`src/rtl/adc_reader_pkg.sv`:
```
// adc_reader_pkg: shared FSM state type, default frame geometry and sizing helper for adc_serial_reader
package adc_reader_pkg;
  typedef enum logic [1:0] {IDLE, SETUP, SHIFT, HOLD} state_t;
  function automatic int clog2_min1(input int n);
    return n > 1 ? $clog2(n) : 1;
  endfunction
  localparam int DEF_DATA_W = 12;
  localparam int DEF_LEAD_BITS = 2;
  localparam int DEF_CLK_DIV = 2;
  localparam int DEF_CS_SETUP = 2;
  localparam int DEF_CS_HIGH = 4;
  localparam int NB = DEF_LEAD_BITS + DEF_DATA_W;
  localparam int BIT_CNT_W = $clog2(NB + 1);
  localparam int DIV_CNT_W = clog2_min1(DEF_CLK_DIV);
  localparam int FRAME_CYCLES = 1 + DEF_CS_SETUP + NB * 2 * DEF_CLK_DIV - 1;
endpackage

```
`src/rtl/adc_serial_reader_sclk_divider.sv`:
```
// sclk_divider: SCLK generator with a sample tick in the last cycle of each high half
//   clk, rst_n : system clock, async active-low reset
//   en         : run request, driven with the next-cycle shift condition so SCLK falls on shift entry
//   sclk       : registered serial clock, held high whenever not running
//   tick       : 1-cycle pulse in the final clk cycle of each SCLK-high half
module sclk_divider #(
  parameter int CLK_DIV = 2,
  parameter int W = 1
) (
  input  logic clk,
  input  logic rst_n,
  input  logic en,
  output logic sclk,
  output logic tick
);
  localparam logic [W-1:0] TOP = W'(CLK_DIV - 1);
  logic [W-1:0] cnt;
  logic on;
  // idling at TOP with sclk high makes the first enabled edge a falling SCLK edge
  always_ff @(posedge clk or negedge rst_n)
    if (!rst_n) begin
      cnt <= TOP;
      sclk <= 1'b1;
      on <= 1'b0;
    end else begin
      on <= en;
      if (!en) begin
        cnt <= TOP;
        sclk <= 1'b1;
      end else if (cnt == TOP) begin
        cnt <= '0;
        sclk <= ~sclk;
      end else
        cnt <= cnt + 1'b1;
    end
  assign tick = on & sclk & (cnt == TOP);
endmodule

```
`src/rtl/adc_serial_reader.sv`:
```
// adc_serial_reader: SPI-style ADC reader that drops lead bits and presents one sample per frame
//   clk_50M    : system clock
//   locked     : async active-low reset
//   start      : frame request, honoured only in IDLE
//   SDO        : ADC serial data, MSB first after LEAD_BITS null bits
//   CS, SCLK   : ADC chip select (active-low) and serial clock (idles high)
//   busy       : frame in progress
//   data_out   : last completed sample, data_valid pulses once when it updates
module adc_serial_reader
  import adc_reader_pkg::*;
#(
  parameter int DATA_W = DEF_DATA_W,
  parameter int LEAD_BITS = DEF_LEAD_BITS,
  parameter int CLK_DIV = DEF_CLK_DIV,
  parameter int CS_SETUP = DEF_CS_SETUP,
  parameter int CS_HIGH = DEF_CS_HIGH
) (
  input  logic              clk_50M,
  input  logic              locked,
  input  logic              start,
  input  logic              SDO,
  output logic              CS,
  output logic              SCLK,
  output logic              busy,
  output logic [DATA_W-1:0] data_out,
  output logic              data_valid
);
  localparam int FNB = LEAD_BITS + DATA_W;
  localparam int BW = $clog2(FNB + 1);
  localparam int DW = clog2_min1(CLK_DIV);
  localparam int WW = clog2_min1(CS_SETUP > CS_HIGH ? CS_SETUP : CS_HIGH);
  state_t state, nxt;
  logic [BW-1:0] bcnt;
  logic [WW-1:0] wcnt;
  logic [DATA_W-1:0] shreg, sh_nxt;
  logic tick, armed, last;
  sclk_divider #(.CLK_DIV(CLK_DIV), .W(DW)) u_div (
    .clk(clk_50M),
    .rst_n(locked),
    .en(nxt == SHIFT),
    .sclk(SCLK),
    .tick(tick)
  );
  always_comb begin
    last = tick && bcnt == BW'(FNB - 1);
    sh_nxt = DATA_W'({shreg, SDO});
    nxt = state == IDLE  ? (start && armed ? SETUP : IDLE) :
          state == SETUP ? (wcnt == WW'(CS_SETUP - 1) ? SHIFT : SETUP) :
          state == SHIFT ? (last ? HOLD : SHIFT) :
                           (wcnt == WW'(CS_HIGH - 1) ? IDLE : HOLD);
  end
  // armed blocks a start seen on the very first edge after reset release
  always_ff @(posedge clk_50M or negedge locked)
    if (!locked) begin
      state <= IDLE;
      armed <= 1'b0;
      bcnt <= '0;
      wcnt <= '0;
      shreg <= '0;
      CS <= 1'b1;
      busy <= 1'b0;
      data_out <= '0;
      data_valid <= 1'b0;
    end else begin
      armed <= 1'b1;
      state <= nxt;
      wcnt <= (nxt != state || state == IDLE || state == SHIFT) ? '0 : wcnt + 1'b1;
      bcnt <= nxt != state ? '0 : bcnt + BW'(tick);
      if (tick && bcnt >= BW'(LEAD_BITS)) shreg <= sh_nxt;
      CS <= !(nxt == SETUP || nxt == SHIFT);
      busy <= nxt != IDLE;
      data_valid <= last;
      if (last) data_out <= sh_nxt;
    end
endmodule

```
`config.mk`:
```
export PLATFORM = sky130hd
export DESIGN_NAME = adc_serial_reader
export DESIGN_NICKNAME = d
export VERILOG_FILES = /design/src/rtl/adc_reader_pkg.sv /design/src/rtl/adc_serial_reader_sclk_divider.sv /design/src/rtl/adc_serial_reader.sv
export SDC_FILE = /design/constraint.sdc
export NUM_CORES = 1
export LEC_CHECK = 0
export CAP_MARGIN = 10
export CORE_MARGIN = 2
export CORE_UTILIZATION = 49
export DETAILED_ROUTE_END_ITERATION = 16
export HOLD_SLACK_MARGIN = 0.06
export PLACE_DENSITY_LB_ADDON = 0.15
export SLEW_MARGIN = 5
export SYNTH_ARGS = -nofsm -noshare
export SYNTH_HDL_FRONTEND = slang
export SYNTH_SLANG_ARGS = --single-unit
```
`constraint.sdc`:
```
create_clock -name clk_50M -period 1.4 [get_ports clk_50M]
set_input_delay 0.42 -clock clk_50M [delete_from_list [all_inputs] [get_ports clk_50M]]
set_output_delay 0.42 -clock clk_50M [all_outputs]
set_load 0.01 [all_outputs]
```
Word-level counts from Yosys, hierarchy flattened
Cells that the tools add are included.

storage, ports and cells
  register bits after elaboration = 38
  input port bits = 4
  output and inout port bits = 16
  logic and storage cells = 50

operators by class
  add/sub/neg operators = 3
  $lt $le $gt $ge = 1
  eq/ne operators = 9
  muxes and demuxes = 13
  bitwise logic cells = 3
  reductions and logical operators = 9

operators by type and width
  operator                                             number
  two-way mux 2 bit                                    6
  equality test 2 x 1 -> 1 bit, second input constant  3
  equality test 2 bit, second input constant           3
  two-way mux 1 bit                                    6
  adder 4 x 1 -> 4 bit                                 1
  equality test 4 bit, second input constant           1
  >= comparator 4 x 2 -> 1 bit, second input constant  1
  two-way mux 4 bit                                    1
  logical AND 1 bit                                    3
  logical OR 1 bit                                     3
  adder 2 x 1 -> 2 bit, second input constant          1
  AND 1 bit                                            2
  logical NOT 2 bit                                    1
  != test 2 bit                                        1
  != test 2 bit, second input constant                 1
  nonzero test 2 bit                                   1
  adder 1 bit, second input constant                   1
  logical NOT 1 bit                                    1
  NOT 1 bit                                            1

Longest topological paths before layout
Gate-level depths: netlist (run 1).

  depth after elaboration = 11
  mapped depth = 7
  depth with buffers taken out = 7

Modules after synthesis
A second synthesis (run 1) with hierarchy kept.

unflattened totals
  cell total of the unflattened synthesis = 107
  area, all modules = 1595.3 um^2

by module, submodules not included
  module             instances  cells each  area an instance (um^2)  seq. area each (um^2)
  adc_serial_reader  1          100         1493.9                   877.1
  sclk_divider       1          7           101.3                    77.6

Least setup slack after synthesis (run 1)
Ideal clock, no wire load.

  path kind = register to register
  start = register u_div.sclk
  end = register CS
  library setup time = 0.058 ns
  arrival = 1.425 ns
  data required time = 1.342 ns
  setup slack = -0.083 ns
  stages on the path, launching flop included = 7
  buffers on the path = 1
  period minus slack after synthesis = 1.483 ns
  path through = dfstp_2 nand3_4 nor2_8 buf_12 a211oi_1 ha_1 inv_1

between the ends
  longest elaborated chain between the ends = 10
  elaborated cells between the ends (all ways) = 11
  those cells by class = eq/ne (2); mux (4); bitwise (2); reduce/logical (3)

ends and longest elaborated chain
  item                                                                 line                                  RTL
  start, declared                                                      adc_serial_reader_sclk_divider.sv:13  output logic sclk,
  start signal, assigned                                               adc_serial_reader_sclk_divider.sv:32  sclk <= ~sclk;
  AND 1 bit (*) (2 in series)                                          adc_serial_reader_sclk_divider.sv:36  assign tick = on & sclk & (cnt == TOP);
  logical AND 1 bit (*)                                                adc_serial_reader.sv:45               last = tick && bcnt == BW'(FNB - 1);
  via last                                                             adc_serial_reader.sv:36               logic tick, armed, last;
  two-way mux 1 bit (*)                                                adc_serial_reader.sv:49               state == SHIFT ? (last ? HOLD : SHIFT) :
  two-way mux 2 bit (*)                                                adc_serial_reader.sv:49
  two-way mux 2 bit (*)                                                adc_serial_reader.sv:48               state == SETUP ? (wcnt == WW'(CS_SETUP - 1) ? SHIFT : SETUP) :
  two-way mux 2 bit (*)                                                adc_serial_reader.sv:47               nxt = state == IDLE ? (start && armed ? SETUP : IDLE) :
  equality test 2 x 1 -> 1 bit or equality test 2 bit (tied branches)  adc_serial_reader.sv:70               CS <= !(nxt == SETUP || nxt == SHIFT);
  logical OR 1 bit (*)                                                 adc_serial_reader.sv:70
  logical NOT 1 bit (*)                                                adc_serial_reader.sv:70
  end signal, assigned                                                 adc_serial_reader.sv:70
  end, declared                                                        adc_serial_reader.sv:22               output logic CS,

The timed path passes the listed nets; every way through them passes the cells marked *.
A chain may end at the register's enable or synchronous reset.

Worst setup path in the final report (run 1)
  start = register u_div.sclk
  end = output port SCLK

RTL lines
  item           line                     RTL
  end, declared  adc_serial_reader.sv:23  output logic SCLK,

No word-level cell between the ends.

==> results of run 1 <==
-- area by class of cell --
class | instances | share of cell area (%)
Tap cell | 44 | 2.54
Clock inverter | 2 | 0.577
Inverter | 5 | 0.865
Sequential cell | 38 | 44.1
Clock buffer | 6 | 2.36
Timing Repair Buffer | 40 | 15.5
Multi-Input combinational cell | 61 | 34.1
-- how the worst min path moves through the flow --
stage / startpoint / cells past startpoint / slack [ns] / end
2_1_floorplan: locked / 0 / 0.12 / armed
3_3_place_gp: wcnt[0] / 1 / 0.45 / wcnt[0]
3_5_place_dp: wcnt[0] / 1 / 0.46 / wcnt[0]
4_1_cts: locked / 2 / 0.44 / data_out[9]
5_1_grt: locked / 2 / 0.43 / data_out[9]
6_report: locked / 2 / 0.45 / data_out[9]
-- kinds of logic after synthesis --
kind of cell | after synthesis | share of synthesized area (%)
buffers and inverters | 7 | 3.06
flip-flops | 38 | 58.4
XOR/XNOR | 3 | 1.61
adder cells (fa/ha/maj) | 6 | 4.59
multiplexers | 23 | 19.8
AO/OA/AOI/OAI | 10 | 4.21
AND/OR/NAND/NOR | 18 | 8.12
other | 1 | 0.229
-- registers in the layout (all words and copies together), names as in the netlist, 2 cells and up --
signal    flops
data_out     12
shreg        11
bcnt          4
state         2
wcnt          2
-- metal layers --
| metal | up-vias | wire, um |
|---|---|---|
| li1 | 453 | - |
| met3 | 7 | 125 |
| met2 | 20 | 1350 |
| met4 | 0 | 59 |
| met5 | - | 0 |
| met1 | 471 | 1190 |
-- what timing repair did --
item                                    4_1_cts  5_1_grt
endpoints found under the setup margin       46       40
gates resized for setup                      75       13
buffers inserted                              5        2
pin swaps                                     4        3
-- layout by cell type, fill, tap and decap left out, types with 2 or more instances in the layout --
| cell type | Yosys | final |
|---|---|---|
| dfrtp_1 | 35 | 34 |
| mux2_4 | 17 | 23 |
| buf_4 | 0 | 14 |
| buf_2 | 0 | 10 |
| clkbuf_4 | 0 | 5 |
| clkbuf_2 | 0 | 5 |
| nand2_1 | 4 | 4 |
| inv_1 | 5 | 4 |
| buf_6 | 1 | 4 |
| buf_12 | 1 | 4 |
| dfstp_2 | 3 | 3 |
| a21oi_1 | 3 | 3 |
| nor2_1 | 3 | 3 |
| clkdlybuf4s50_1 | 0 | 3 |
| nor3_2 | 0 | 2 |
| ha_4 | 0 | 2 |
| ha_2 | 0 | 2 |
| ha_1 | 6 | 2 |
-- stage by stage --
stage | utilization, % | setup TNS (ns)
2_1_floorplan | - | -0.139
3_3_place_gp | 64.9 | -1.68
3_5_place_dp | 64.9 | -2.30
4_1_cts | 69.7 | -0.990
5_1_grt | 69.9 | -2.45
6_report | 69.9 | -0.611
-- power groups by stage --
stage,Combinational [mW],Sequential (mW),Clock [mW]
6_report,1.08,1.54,0.596
5_1_grt,1.19,1.57,0.678
4_1_cts,1.03,1.53,0.617
3_5_place_dp,0.932,1.53,0
3_3_place_gp,0.891,1.51,0
2_1_floorplan,0.567,1.52,0
==> results.yml, run 1 <==
worst_setup_path:
  r2r_setup_slack_ns: -0.06
  r2r_start: "u_div.sclk"
  cpPeakStageDelay_ns: 0.59
  critical_path_class: "reg -> out"
  crit_family: "flip-flops"
  timing.critical_path.to: "SCLK"
  cp_max_fo: 3
  slowest_stage: "dfstp_2"
  cp.arrival_ns: 1.06
  reg2reg_to: "CS"
  rr_worst_depth: 6
  path_buf_inv: 1
  worstSetupStartpoint: "u_div.sclk"
  cp.required_ns: 0.98
  crit_path_end_kind: "output pin"
  worst-path-stages: 1
  crit_chain: "buf_2"
  cp-start-kind: "register"
route:
  routed_wl_um: 2730
  vias_per_cell: 4.85
  drt_pre_antenna_iters: 3
  drt_iter0_markers: 40
  ant_nets: 0
  num_vias: 951
  wl_per_cell_um: 13.9
  drc: 0
power_and_ir_drop:
  peakVddDrop_mv: 1.01
  power.static_leakage_nw: 1.10
  power_frac_comb_pct: 33.5
  p_int_mw: 2.17
  power_density_nw_per_um2: 1480
  pwr-share-clk_pct: 18.5
  swShare_pct: 32.6
  finalPower_mw: 3.21
  sequentialPowerShare_pct: 48.0
  p_sw_mw: 1.05
placement:
  hpwl_um: 1810
  place_area_um2: 2010
  place_congestion: 0.773
  dpl.cell_count: 181
  io_buffer_count: 19
  pre_cts_slack_ns: -0.282
clocking:
  cts_sinks: 38
  clock_latency_ns: 0.34
  htreeDepth: 2
  cts_hold_buf: 0
  cts-root-buf: "clkbuf_4"
  cts_buffer_depth: 2
  cts-buffers-inserted: 5
  cts_tree: "yes"
  cts.clk_slew.worst_paths_ns: 0.11
yosys:
  synthFlopType: "dfrtp_1"
  synthCells: 106
  synth_top_area_share_pct: 53.6
  synth_common_cells: "dfrtp_1 (35), mux2_4 (17), ha_1 (6), mux2_2 (6), inv_1 (5)"
  synth_edf_count: 0
  synth.top_cells.by_area: "dfrtp_1 (54%), mux2_4 (16%), dfstp_2 (4.8%), ha_1 (4.6%), mux2_2 (4.1%)"
  synth.most_common_cell: "dfrtp_1"
  postSynth.asyncResetShare_pct: 100
  synth-seq-cells: 38
  syn_nets: 116
  synth_area_leader_cell: "dfrtp_1"
  ys_warn_count: 0
  ys_types: 29
  synth_area_um2: 1630
  syn_avg_cell_area_um2: 15.4
  yosysSeqAreaShare_pct: 58.4
global_routing:
  grt_pass1_wl_um: 4560
  grt_pass1_vias: 946
  grt_usage_pct: 17.4
  antenna_found_initial: 0
  grt.met3_usage_pct: 4.97
  met2_usage_pct: 26.3
  met1_usage_pct: 22.4
  grt.overflow.total: 0
  top_usage_layer: "met2"
  grt_max_degree: 39
timing:
  timing.final.crit_share_pct: 105
  final.min_clock_period_ns: 1.48
  rsz0062_at_grt: "true"
  setup_viol: 27
  fin_skew_ns: 0.0140
  hold_violations: 0
  drv_slew: 0
  whs_ns: 0.445
  max_clock_freq_mhz: 677
  fin_ws_ns: -0.0762
floorplan:
  fp.coreArea_um2: 3100
  start_util_pct: 52.7
  die_w_um: 61.7
  die_area_um2: 3810
  num_rows: 20
  num_io_pins: 20
  die_h_um: 61.7
cells_and_area:
  final_area_um2: 2170
  final_cells: 196
  register_area_um2: 956
  area_growth_pct: 32.8
  fillers: 234
  diodes: 0
  multi_input_area_um2: 741
  nets: 161
  drive_above_1_share_pct: 59.9
flow_run:
  cap_violations: 0
worst_hold_path:
  hold_class: "in -> async"
outcome:
  status: "finished with violations"
  violations: "negative setup slack"
Power figures use the tool's default switching activity.
==> inputs of run 2 (changes only) <==
--- a/config.mk
+++ b/config.mk
@@ -9,6 +9,7 @@
 export CORE_MARGIN = 2
 export CORE_UTILIZATION = 49
 export DETAILED_ROUTE_END_ITERATION = 16
+export GPL_TIMING_DRIVEN = 1
 export HOLD_SLACK_MARGIN = 0.06
 export PLACE_DENSITY_LB_ADDON = 0.15
 export SLEW_MARGIN = 5
==> results of run 2 <==
Final layout, timing and power as in run 1 (identical DEF).
==> inputs of run 3 (changes only) <==
--- a/config.mk
+++ b/config.mk
@@ -12,6 +12,7 @@
 export GPL_TIMING_DRIVEN = 1
 export HOLD_SLACK_MARGIN = 0.06
 export PLACE_DENSITY_LB_ADDON = 0.15
+export SKIP_LAST_GASP = 1
 export SLEW_MARGIN = 5
 export SYNTH_ARGS = -nofsm -noshare
 export SYNTH_HDL_FRONTEND = slang
==> results.yml, run 3 (synthesized netlist as in run 1, its figures left out) <==
outcome:
  status: "finished with violations"
  violations: "negative setup slack"
route:
  ant_nets: 0
  drt_iter0_markers: 40
  wl_per_cell_um: 13.9
  num_vias: 951
  drt_pre_antenna_iters: 3
  drc: 0
  vias_per_cell: 4.85
  routed_wl_um: 2730
floorplan:
  die_w_um: 61.7
  num_io_pins: 20
  die_h_um: 61.7
  fp.coreArea_um2: 3100
  die_area_um2: 3810
  start_util_pct: 52.7
  num_rows: 20
cells_and_area:
  final_cell_mix: "dfrtp_1 (34), mux2_4 (23), buf_4 (14), buf_2 (9), clkbuf_2 (6)"
  diodes: 0
  final_cells: 196
  top_register: "data_out"
  area_growth_pct: 32.8
  top_regs: "data_out (12), shreg (11), bcnt (4)"
  final_common_cell: "dfrtp_1"
  largest_reg_flops: 12
  drive_above_1_share_pct: 59.9
  nets: 161
worst_setup_path:
  cp.arrival_ns: 1.06
  path_buf_inv: 1
  cpPeakStageDelay_ns: 0.59
  crit_chain: "buf_2"
  cp-start-kind: "register"
  crit_path_end_kind: "output pin"
  r2r_setup_slack_ns: -0.06
  critical_path_class: "reg -> out"
  cp.required_ns: 0.98
  crit_family: "flip-flops"
  slowest_stage: "dfstp_2"
  cp_max_fo: 3
timing:
  drv_slew: 0
  hold_violations: 0
  rsz0062_at_grt: "true"
  setup_viol: 27
  fin_skew_ns: 0.0140
  timing.final.crit_share_pct: 105
  max_clock_freq_mhz: 677
  final.min_clock_period_ns: 1.48
  fin_ws_ns: -0.0762
  finalSetupTns_ns: -0.611
global_routing:
  antenna_found_initial: 0
  grt_max_degree: 39
  grt_pass1_wl_um: 4560
  grt_usage_pct: 17.4
  grt.overflow.total: 0
  grt_pass1_vias: 946
clocking:
  cts_hold_buf: 0
  htreeDepth: 2
  cts.clk_slew.worst_paths_ns: 0.11
  cts-root-buf: "clkbuf_4"
  cts_tree: "yes"
  clock_latency_ns: 0.34
  cts-buffers-inserted: 5
  cts_buffer_depth: 2
  cts_sinks: 38
placement:
  place_congestion: 0.773
  hpwl_um: 1810
  io_buffer_count: 19
  dpl.cell_count: 181
flow_run:
  cap_violations: 0
worst_hold_path:
  hold_class: "in -> async"
power_and_ir_drop:
  power.static_leakage_nw: 1.10
  power_density_nw_per_um2: 1480
  peakVddDrop_mv: 1.01
## run 3: cell types whose count changed in the layout (fill, tap and decap cells not counted)
cell / change
clkbuf_2: +1
buf_2: -1
## run 3: layout make-up
| class | count | area, um2 |
|---|---|---|
| Sequential cell | 38 | 956 |
| Fill cell | 234 | 933 |
| Multi-Input combinational cell | 61 | 741 |
| Timing Repair Buffer | 40 | 335 |
| Tap cell | 44 | 55.1 |
| Clock buffer | 6 | 51.3 |
| Inverter | 5 | 18.8 |
| Clock inverter | 2 | 12.5 |
## run 3: routing by layer
metal  wire, um  track usage [%]  vias up
met1       1190             22.4      471
met4         59             10.0        0
met2       1350             26.3       20
met3        125             4.97        7
li1           -                -      453
met5          0                0        -
## run 3: final timing paths
path,start,to,cells after the start
worst max-delay path,u_div.sclk,SCLK,1
worst min-delay path,locked,data_out[9],2
worst max register to register,u_div.sclk,CS,6
worst min register to register,wcnt[0],wcnt[0],1
max in group asynchronous,locked,u_div.cnt,2
min in group clk_50M,wcnt[0],wcnt[0],1
## run 3: timing repair
| action | 4_1_cts | 5_1_grt |
|---|---|---|
| endpoints found under the setup margin | 46 | 40 |
| gates resized for setup | 74 | 13 |
| pin swaps | 4 | 3 |
| setup buffers | 5 | 2 |
## run 3: report_power, final
group | switching (mW) | internal, mW | total, mW | leakage, nW
Sequential | 0.214 | 1.33 | 1.54 | 0.497
Clock | 0.354 | 0.241 | 0.596 | 0.0343
Combinational | 0.479 | 0.596 | 1.08 | 0.566
## run 3: through the flow
step	instance area [um2]	setup slack, ns	power [mW]	util (%)	hold slack (ns)
2_1_floorplan	1650	-0.0416	2.09	-	0.124
3_3_place_gp	2010	-0.226	2.40	64.9	0.447
3_5_place_dp	2010	-0.282	2.46	64.9	0.458
4_1_cts	2160	-0.0984	3.17	69.7	0.438
5_1_grt	2170	-0.146	3.44	69.9	0.427
6_report	2170	-0.0762	3.21	69.9	0.445
